[src/rtl/dcache_pkg.sv]
// dcache_pkg: shared types, constants and address helpers for the data cache.
//   state_e        : controller FSM states
//   WORD_W, OFF_W  : word width and byte-offset bits
//   idx_of/tag_of  : split a byte address for a cache with idx_w index bits
package dcache_pkg;

  localparam int unsigned WORD_W = 32;
  localparam int unsigned OFF_W  = 2;

  typedef enum logic [1:0] {
    IDLE,
    RD_MISS,
    WR_THRU,
    DONE
  } state_e;

  // Result is zero-extended; callers truncate to IDX_W bits.
  function automatic logic [WORD_W-1:0] idx_of(input logic [WORD_W-1:0] addr,
                                                input int unsigned      idx_w);
    return (addr >> OFF_W) & ((WORD_W'(1) << idx_w) - WORD_W'(1));
  endfunction

  // Result is zero-extended; callers truncate to WORD_W-IDX_W-OFF_W bits.
  function automatic logic [WORD_W-1:0] tag_of(input logic [WORD_W-1:0] addr,
                                                input int unsigned      idx_w);
    return addr >> (OFF_W + idx_w);
  endfunction

endpackage

[src/rtl/dcache_ctrl_if.sv]
// dcache_ctrl_if: cache <-> data-memory req/ack bus.
//   mem_req_o   : request, held until mem_ack_i
//   mem_we_o    : 1 = write, 0 = read
//   mem_addr_o  : word-aligned address
//   mem_wdata_o : write data
//   mem_ack_i   : one-cycle completion pulse
//   mem_rdata_i : read data, valid with mem_ack_i
// master = cache controller, slave = memory.
interface dcache_ctrl_if;
  import dcache_pkg::*;

  logic              mem_req_o;
  logic              mem_we_o;
  logic [WORD_W-1:0] mem_addr_o;
  logic [WORD_W-1:0] mem_wdata_o;
  logic              mem_ack_i;
  logic [WORD_W-1:0] mem_rdata_i;

  modport master (
    output mem_req_o, mem_we_o, mem_addr_o, mem_wdata_o,
    input  mem_ack_i, mem_rdata_i
  );

  modport slave (
    input  mem_req_o, mem_we_o, mem_addr_o, mem_wdata_o,
    output mem_ack_i, mem_rdata_i
  );

endinterface

[src/rtl/dcache_array.sv]
// dcache_array: LINES x {valid, tag, data} storage.
//   clk_i                : clock
//   clr_i                : synchronous clear of every valid bit (wins over a write)
//   rd_idx_i             : asynchronous read index
//   rd_valid_o/tag/data  : contents of line rd_idx_i
//   we_i, wr_idx_i,
//   wr_tag_i, wr_data_i  : synchronous write; sets the line valid
// Tag and data storage are not reset.
module dcache_array
  import dcache_pkg::*;
#(
  parameter int unsigned IDX_W = 4,
  parameter int unsigned TAG_W = WORD_W - IDX_W - OFF_W
) (
  input  logic              clk_i,
  input  logic              clr_i,
  input  logic [IDX_W-1:0]  rd_idx_i,
  output logic              rd_valid_o,
  output logic [TAG_W-1:0]  rd_tag_o,
  output logic [WORD_W-1:0] rd_data_o,
  input  logic              we_i,
  input  logic [IDX_W-1:0]  wr_idx_i,
  input  logic [TAG_W-1:0]  wr_tag_i,
  input  logic [WORD_W-1:0] wr_data_i
);

  localparam int unsigned LINES = 2 ** IDX_W;

  logic [LINES-1:0]  valid_q;
  logic [TAG_W-1:0]  tag_q  [LINES];
  logic [WORD_W-1:0] data_q [LINES];

  always_ff @(posedge clk_i) begin
    if (clr_i)     valid_q           <= '0;
    else if (we_i) valid_q[wr_idx_i] <= 1'b1;
  end

  always_ff @(posedge clk_i) begin
    if (we_i) begin
      tag_q[wr_idx_i]  <= wr_tag_i;
      data_q[wr_idx_i] <= wr_data_i;
    end
  end

  assign rd_valid_o = valid_q[rd_idx_i];
  assign rd_tag_o   = tag_q[rd_idx_i];
  assign rd_data_o  = data_q[rd_idx_i];

endmodule

[src/rtl/dcache_ctrl.sv]
// dcache_ctrl: direct-mapped, write-through, no-write-allocate data cache.
//   clk_i, rst_i         : clock, synchronous active-high reset
//   cpu_addr_i           : byte address from MEM stage ([1:0] ignored)
//   cpu_rd_i / cpu_wr_i  : load / store request, held while stall_o=1
//   cpu_wdata_i          : store data
//   cpu_rdata_o          : load data (same-cycle on hit, fill data in DONE)
//   stall_o              : pipeline freeze
//   inv_i                : invalidate all lines
//   mem                  : req/ack data-memory bus (master side)
//   hit_cnt_o/miss_cnt_o : saturating read hit/miss counters
module dcache_ctrl
  import dcache_pkg::*;
#(
  parameter int unsigned IDX_W = 4,
  parameter int unsigned CNT_W = 32
) (
  input  logic              clk_i,
  input  logic              rst_i,
  input  logic [WORD_W-1:0] cpu_addr_i,
  input  logic              cpu_rd_i,
  input  logic              cpu_wr_i,
  input  logic [WORD_W-1:0] cpu_wdata_i,
  output logic [WORD_W-1:0] cpu_rdata_o,
  output logic              stall_o,
  input  logic              inv_i,
  dcache_ctrl_if.master     mem,
  output logic [CNT_W-1:0]  hit_cnt_o,
  output logic [CNT_W-1:0]  miss_cnt_o
);

  localparam int unsigned TAG_W = WORD_W - IDX_W - OFF_W;

  state_e            state_q;
  logic [WORD_W-1:0] req_addr_q;
  logic [WORD_W-1:0] req_wdata_q;
  logic [WORD_W-1:0] fill_q;
  logic              mem_req_q;
  logic              mem_we_q;
  logic [CNT_W-1:0]  hit_cnt_q;
  logic [CNT_W-1:0]  miss_cnt_q;

  logic [WORD_W-1:0] look_addr;
  logic [IDX_W-1:0]  look_idx;
  logic [TAG_W-1:0]  look_tag;
  logic              arr_valid;
  logic [TAG_W-1:0]  arr_tag;
  logic [WORD_W-1:0] arr_data;
  logic              hit;
  logic              arr_we;

  // One lookup port serves both the CPU probe in IDLE and the
  // write-update hit check on the latched address while busy.
  assign look_addr = (state_q == IDLE) ? cpu_addr_i : req_addr_q;
  assign look_idx  = IDX_W'(idx_of(look_addr, IDX_W));
  assign look_tag  = TAG_W'(tag_of(look_addr, IDX_W));
  assign hit       = arr_valid && (arr_tag == look_tag);

  // Fill always writes; store ack writes only if the line still holds the
  // latched address. A coincident clear leaves the line invalid.
  assign arr_we = !rst_i && mem.mem_ack_i &&
                  ((state_q == RD_MISS) || ((state_q == WR_THRU) && hit));

  dcache_array #(
    .IDX_W (IDX_W),
    .TAG_W (TAG_W)
  ) u_array (
    .clk_i      (clk_i),
    .clr_i      (rst_i | inv_i),
    .rd_idx_i   (look_idx),
    .rd_valid_o (arr_valid),
    .rd_tag_o   (arr_tag),
    .rd_data_o  (arr_data),
    .we_i       (arr_we),
    .wr_idx_i   (look_idx),
    .wr_tag_i   (look_tag),
    .wr_data_i  ((state_q == RD_MISS) ? mem.mem_rdata_i : req_wdata_q)
  );

  always_comb begin
    stall_o = 1'b0;
    unique case (state_q)
      IDLE:             stall_o = cpu_wr_i || (cpu_rd_i && !hit);
      RD_MISS, WR_THRU: stall_o = 1'b1;
      DONE:             stall_o = 1'b0;
      default:          stall_o = 1'b0;
    endcase
  end

  assign cpu_rdata_o     = (state_q == DONE) ? fill_q : arr_data;
  assign mem.mem_req_o   = mem_req_q;
  assign mem.mem_we_o    = mem_we_q;
  assign mem.mem_addr_o  = req_addr_q;
  assign mem.mem_wdata_o = req_wdata_q;
  assign hit_cnt_o       = hit_cnt_q;
  assign miss_cnt_o      = miss_cnt_q;

  always_ff @(posedge clk_i) begin
    if (rst_i) begin
      state_q     <= IDLE;
      req_addr_q  <= '0;
      req_wdata_q <= '0;
      fill_q      <= '0;
      mem_req_q   <= 1'b0;
      mem_we_q    <= 1'b0;
      hit_cnt_q   <= '0;
      miss_cnt_q  <= '0;
    end else begin
      unique case (state_q)
        IDLE: begin
          if (cpu_wr_i) begin
            req_addr_q  <= {cpu_addr_i[WORD_W-1:OFF_W], 2'b00};
            req_wdata_q <= cpu_wdata_i;
            mem_req_q   <= 1'b1;
            mem_we_q    <= 1'b1;
            state_q     <= WR_THRU;
          end else if (cpu_rd_i) begin
            if (hit) begin
              if (hit_cnt_q != '1) hit_cnt_q <= hit_cnt_q + CNT_W'(1);
            end else begin
              req_addr_q <= {cpu_addr_i[WORD_W-1:OFF_W], 2'b00};
              mem_req_q  <= 1'b1;
              mem_we_q   <= 1'b0;
              state_q    <= RD_MISS;
              if (miss_cnt_q != '1) miss_cnt_q <= miss_cnt_q + CNT_W'(1);
            end
          end
        end
        RD_MISS: begin
          if (mem.mem_ack_i) begin
            fill_q    <= mem.mem_rdata_i;
            mem_req_q <= 1'b0;
            state_q   <= DONE;
          end
        end
        WR_THRU: begin
          if (mem.mem_ack_i) begin
            mem_req_q <= 1'b0;
            mem_we_q  <= 1'b0;
            state_q   <= DONE;
          end
        end
        DONE:    state_q <= IDLE;
        default: state_q <= IDLE;
      endcase
    end
  end

endmodule
[src/flat_wrapper.sv]
// flat-port wrapper written by rule: the top's interface ports become plain ports
module dcache_ctrl_flat import dcache_pkg::*;
#(
  parameter int unsigned IDX_W = 4,
  parameter int unsigned CNT_W = 32
)
  (clk_i, rst_i, cpu_addr_i, cpu_rd_i, cpu_wr_i, cpu_wdata_i, cpu_rdata_o, stall_o, inv_i, hit_cnt_o, miss_cnt_o, mem_mem_req_o, mem_mem_we_o, mem_mem_addr_o, mem_mem_wdata_o, mem_mem_ack_i, mem_mem_rdata_i);
  dcache_ctrl_if mem_i ();
  input  logic clk_i;
  input  logic rst_i;
  input  logic [WORD_W-1:0] cpu_addr_i;
  input  logic cpu_rd_i;
  input  logic cpu_wr_i;
  input  logic [WORD_W-1:0] cpu_wdata_i;
  output logic [WORD_W-1:0] cpu_rdata_o;
  output logic stall_o;
  input  logic inv_i;
  output logic [CNT_W-1:0] hit_cnt_o;
  output logic [CNT_W-1:0] miss_cnt_o;
  output wire logic [$bits(mem_i.mem_req_o)-1:0] mem_mem_req_o;
  output wire logic [$bits(mem_i.mem_we_o)-1:0] mem_mem_we_o;
  output wire logic [$bits(mem_i.mem_addr_o)-1:0] mem_mem_addr_o;
  output wire logic [$bits(mem_i.mem_wdata_o)-1:0] mem_mem_wdata_o;
  input wire logic [$bits(mem_i.mem_ack_i)-1:0] mem_mem_ack_i;
  input wire logic [$bits(mem_i.mem_rdata_i)-1:0] mem_mem_rdata_i;
  assign mem_mem_req_o = mem_i.mem_req_o;
  assign mem_mem_we_o = mem_i.mem_we_o;
  assign mem_mem_addr_o = mem_i.mem_addr_o;
  assign mem_mem_wdata_o = mem_i.mem_wdata_o;
  assign mem_i.mem_ack_i = mem_mem_ack_i;
  assign mem_i.mem_rdata_i = mem_mem_rdata_i;
  dcache_ctrl #(.IDX_W(IDX_W), .CNT_W(CNT_W)) u_core (.clk_i(clk_i), .rst_i(rst_i), .cpu_addr_i(cpu_addr_i), .cpu_rd_i(cpu_rd_i), .cpu_wr_i(cpu_wr_i), .cpu_wdata_i(cpu_wdata_i), .cpu_rdata_o(cpu_rdata_o), .stall_o(stall_o), .inv_i(inv_i), .mem(mem_i), .hit_cnt_o(hit_cnt_o), .miss_cnt_o(miss_cnt_o));
endmodule
[config.mk]
export PLATFORM = sky130hd
export DESIGN_NAME = dcache_ctrl_flat
export DESIGN_NICKNAME = d
export VERILOG_FILES = /design/src/rtl/dcache_pkg.sv /design/src/rtl/dcache_ctrl_if.sv /design/src/rtl/dcache_array.sv /design/src/rtl/dcache_ctrl.sv /design/src/flat_wrapper.sv
export SDC_FILE = /design/constraint.sdc
export NUM_CORES = 1
export LEC_CHECK = 0
export CORE_AREA = 10 10 366 368
export CTS_BUF_LIST = sky130_fd_sc_hd__clkbuf_4
export DETAILED_ROUTE_END_ITERATION = 8
export DIE_AREA = 0 0 376 378
export HOLD_SLACK_MARGIN = 0.08
export SYNTH_ARGS = -nofsm -noshare
export SYNTH_HDL_FRONTEND = slang
export SYNTH_HIERARCHICAL = 1
export SYNTH_SLANG_ARGS = --single-unit
export TNS_END_PERCENT = 5
[constraint.sdc]
create_clock -name clk_i -period 20.5 [get_ports clk_i]
set_clock_uncertainty 0.1 [all_clocks]
set_input_delay 4.1 -clock clk_i [delete_from_list [all_inputs] [get_ports clk_i]]
set_output_delay 4.1 -clock clk_i [all_outputs]
set_load 0.02 [all_outputs]
==> flow_summary.ini <==
[cts]
clock_latency_ns = 1.23
htree_num_levels = 5
cts.clk_slew.worst_paths_ns = 0.05
postCtsHoldBufs = 0
cts_max_path_buffers = 4
cts_buffers = 309
post_cts_buffers = 0
cts_resized = 0
clock-sinks = 1106
cts_tree = yes
clockRootBuffer = clkbuf_4

[sta]
fin_crit_sh_pct = 70.0
clock.fmax_mhz = 69.7
slew_violations = 0
worst_pin_slew_ns = 1.14
tns_ns = 0
setup_ws_ns = 6.16
finalSetupViolCount = 0
rsz0062_at_grt = false
period_needed_ns = 14.34
maxSlewHeadroom_pct = 23.7
hold_viol = 0

[routing]
drt.antenna.violating_nets = 0
dr_total_vias = 25100
wl_mm = 112
avgRoutedWirePerCell_um = 23.1
viasPerCell = 5.16
drt-initial-drc-count = 2042
firstDrtPassIters = 5
drc = 0

[synthesis]
synth-async-reset-ratio_pct = 0
netlist_area_sq_mm = 0.0439
synth_seq_cells = 1106
ys_seq_area_share_pct = 71.7
yosysWarnings = 6
synth_cell_type_count = 61
avgSynthCellArea_sq_um = 17.4
synth-main-ff-cell = edfxtp_1
synth_edf_count = 928
syn-instance-count = 2516

[run]
cap_viol_max_count = 0

[placement]
gp_congestion = 0.750
dp.final_hpwl_mm = 61.8
dp_slack_ns = 6.01
dpl_cell_area_sq_mm = 0.0484
portBuffers = 260

[die]
core_area_sq_mm = 0.127
die_h_um = 378
ioPinCount = 265
start_util_pct = 34.6
die_w_um = 376
rows = 131
dieArea_sq_mm = 0.142

[setup_path]
setup.worst_path.class = in2out
cp.required_ns = 16.30
arrival_ns = 10.14
critPathLaunchType = input port
worstSetupEndpointType = output pin
crit_fanout = 58

[grt]
grt_max_degree = 121
antenna_found_initial = 6
grt_overflow = 0
grt_pass1_wl_mm = 166
first_global_vias = 26300
grtUsageTotal_pct = 15.5

[power_and_ir_drop]
p_leak_nw = 17.0
ir_drop_uv = 88.0
p_per_area_mw_per_mm2 = 127

[outcome]
status = finished, final reports clean

[finish]
post-route-util_pct = 41.1
syn2layout_area_growth_pct = 18.8
postLayoutCellArea_sq_mm = 0.0521
layout-drive-gt1-share_pct = 28.8
nFillCells = 11400
nNetsFinal = 3086

[min_path]
min_path_type = reg2reg
power by group:
group / switching, W / internal (W) / total (W) / leakage (nW)
Clock: 0.000885 / 0.00101 / 0.00189 / 2.23
Sequential: 0.0000310 / 0.00271 / 0.00274 / 9.91
Combinational: 0.00119 / 0.000811 / 0.00200 / 4.85
critical path, stage by stage:
cell and delay (ns):
clkdlybuf4s50_1 0.50, mux2_8 0.63, buf_4 0.72, buf_4 0.80, mux4_2 0.59, a22oi_1 0.20
nand2_1 0.09, xor2_1 0.17, nor4_2 0.43, nand4_2 0.51, o41ai_4 0.47, nand2_1 0.18
clkdlybuf4s50_1 0.58
stage by stage:
stage	hold slack, ns	total power [W]	cells
2_1_floorplan	0.331	0.00412	2517
3_3_place_gp	0.338	0.00482	4329
3_5_place_dp	0.345	0.00484	4329
4_1_cts	0.353	0.00676	4845
5_1_grt	0.368	0.00701	4858
6_report	0.351	0.00664	4859
area by class of cell:
type	count	area, sq um	area share [%]
Inverter	15	56.3	0.108
Antenna cell	14	35.0	0.0672
Clock buffer	449	3370	6.47
Multi-Input combinational cell	1240	11900	22.8
Sequential cell	1106	31400	60.3
Clock inverter	67	293	0.562
Tap cell	1662	2080	3.99
Timing Repair Buffer	306	2960	5.68
layout by cell type, fill, tap and decap left out, types with 23 or more instances in the layout:
master and instances:
nor2_1 97, mux2i_1 32, nand2_1 219, nand4_1 31, a22oi_1 120, mux2_2 105
clkdlybuf4s50_1 259, dfxtp_1 178, clkinv_1 48, a21oi_1 107, mux4_2 236, or3_1 31
nor2b_1 23, clkbuf_4 449, xor2_1 27, nand3_1 32, buf_4 45, o21ai_0 28
edfxtp_1 928
registers in the layout (all words and copies together) (netlist names):
signal and count:
u_core/u_array/valid_q 16, u_core/u_array/data_q 512, u_core/mem.mem_req_o 1, u_core/hit_cnt_o 32, u_core/mem.mem_wdata_o 32, u_core/u_array/tag_q 416
u_core/miss_cnt_o 32, u_core/fill_q 32, u_core/mem.mem_addr_o 30, u_core/mem.mem_we_o 1, u_core/state_q 2
layer usage:
metal | part of all wire, % | GRT usage, % | vias to the layer above
met5 | 0.012 | 0 | -
met4 | 1.8 | 4.23 | 2
met3 | 6.5 | 4.37 | 177
met2 | 49 | 25.7 | 823
met1 | 43 | 19.9 | 12900
li1 | - | - | 11100
synthesized netlist by cell type, drive strengths merged, types with 3 or more instances:
cell type | number | area share (%)
or4 | 5 | 0.086
a21oi | 107 | 1.2
inv | 14 | 0.12
edfxtp | 928 | 64
nor2 | 110 | 0.94
nor3 | 17 | 0.21
mux2i | 33 | 0.76
o31a | 3 | 0.060
o21a | 3 | 0.051
a31oi | 4 | 0.057
o311ai | 6 | 0.12
a22oi | 120 | 2.1
nand3 | 32 | 0.37
or3 | 31 | 0.44
mux2 | 115 | 3.0
o31ai | 4 | 0.068
o41ai | 7 | 0.16
xor2 | 27 | 0.54
nand2b | 3 | 0.043
dfxtp | 178 | 8.1
nor4 | 22 | 0.41
mux4 | 236 | 12
clkbuf | 96 | 0.82
and2 | 7 | 0.10
nand2 | 221 | 1.9
buf | 60 | 0.77
o21ai | 28 | 0.32
nor2b | 25 | 0.36
and3 | 4 | 0.057
a31o | 3 | 0.060
ha | 6 | 0.17
nand4 | 32 | 0.47
or2 | 8 | 0.11
logic make-up (layout without fill, tap and decap cells):
family | after synthesis | in the layout | synth area share, %
buf+inv | 171 | 837 | 1.72
fa+ha+maj | 6 | 6 | 0.171
xor+xnor | 28 | 28 | 0.559
simple gates | 527 | 527 | 5.69
mux | 384 | 384 | 15.9
other cells | 1 | 16 | 0.00855
compound gates | 293 | 293 | 4.33
flops | 1106 | 1106 | 71.7
path summary, 6_finish.rpt:
kind | from | end | slack [ns] | cells past startpoint
max | cpu_addr_i[2] | stall_o | 6.16 | 13
min reg2reg | u_core/fill_q[10]$_SDFFE_PP0P_ | u_core/fill_q[10]$_SDFFE_PP0P_ | 0.35 | 2
min | u_core/fill_q[10]$_SDFFE_PP0P_ | u_core/fill_q[10]$_SDFFE_PP0P_ | 0.35 | 2
max reg2reg | u_core/state_q[0]$_SDFFE_PP0P_ | u_core/u_array/data_q[11][13]$_DFFE_PP_ | 10.44 | 19
Note: power is estimated with default switching activity, not from simulation.
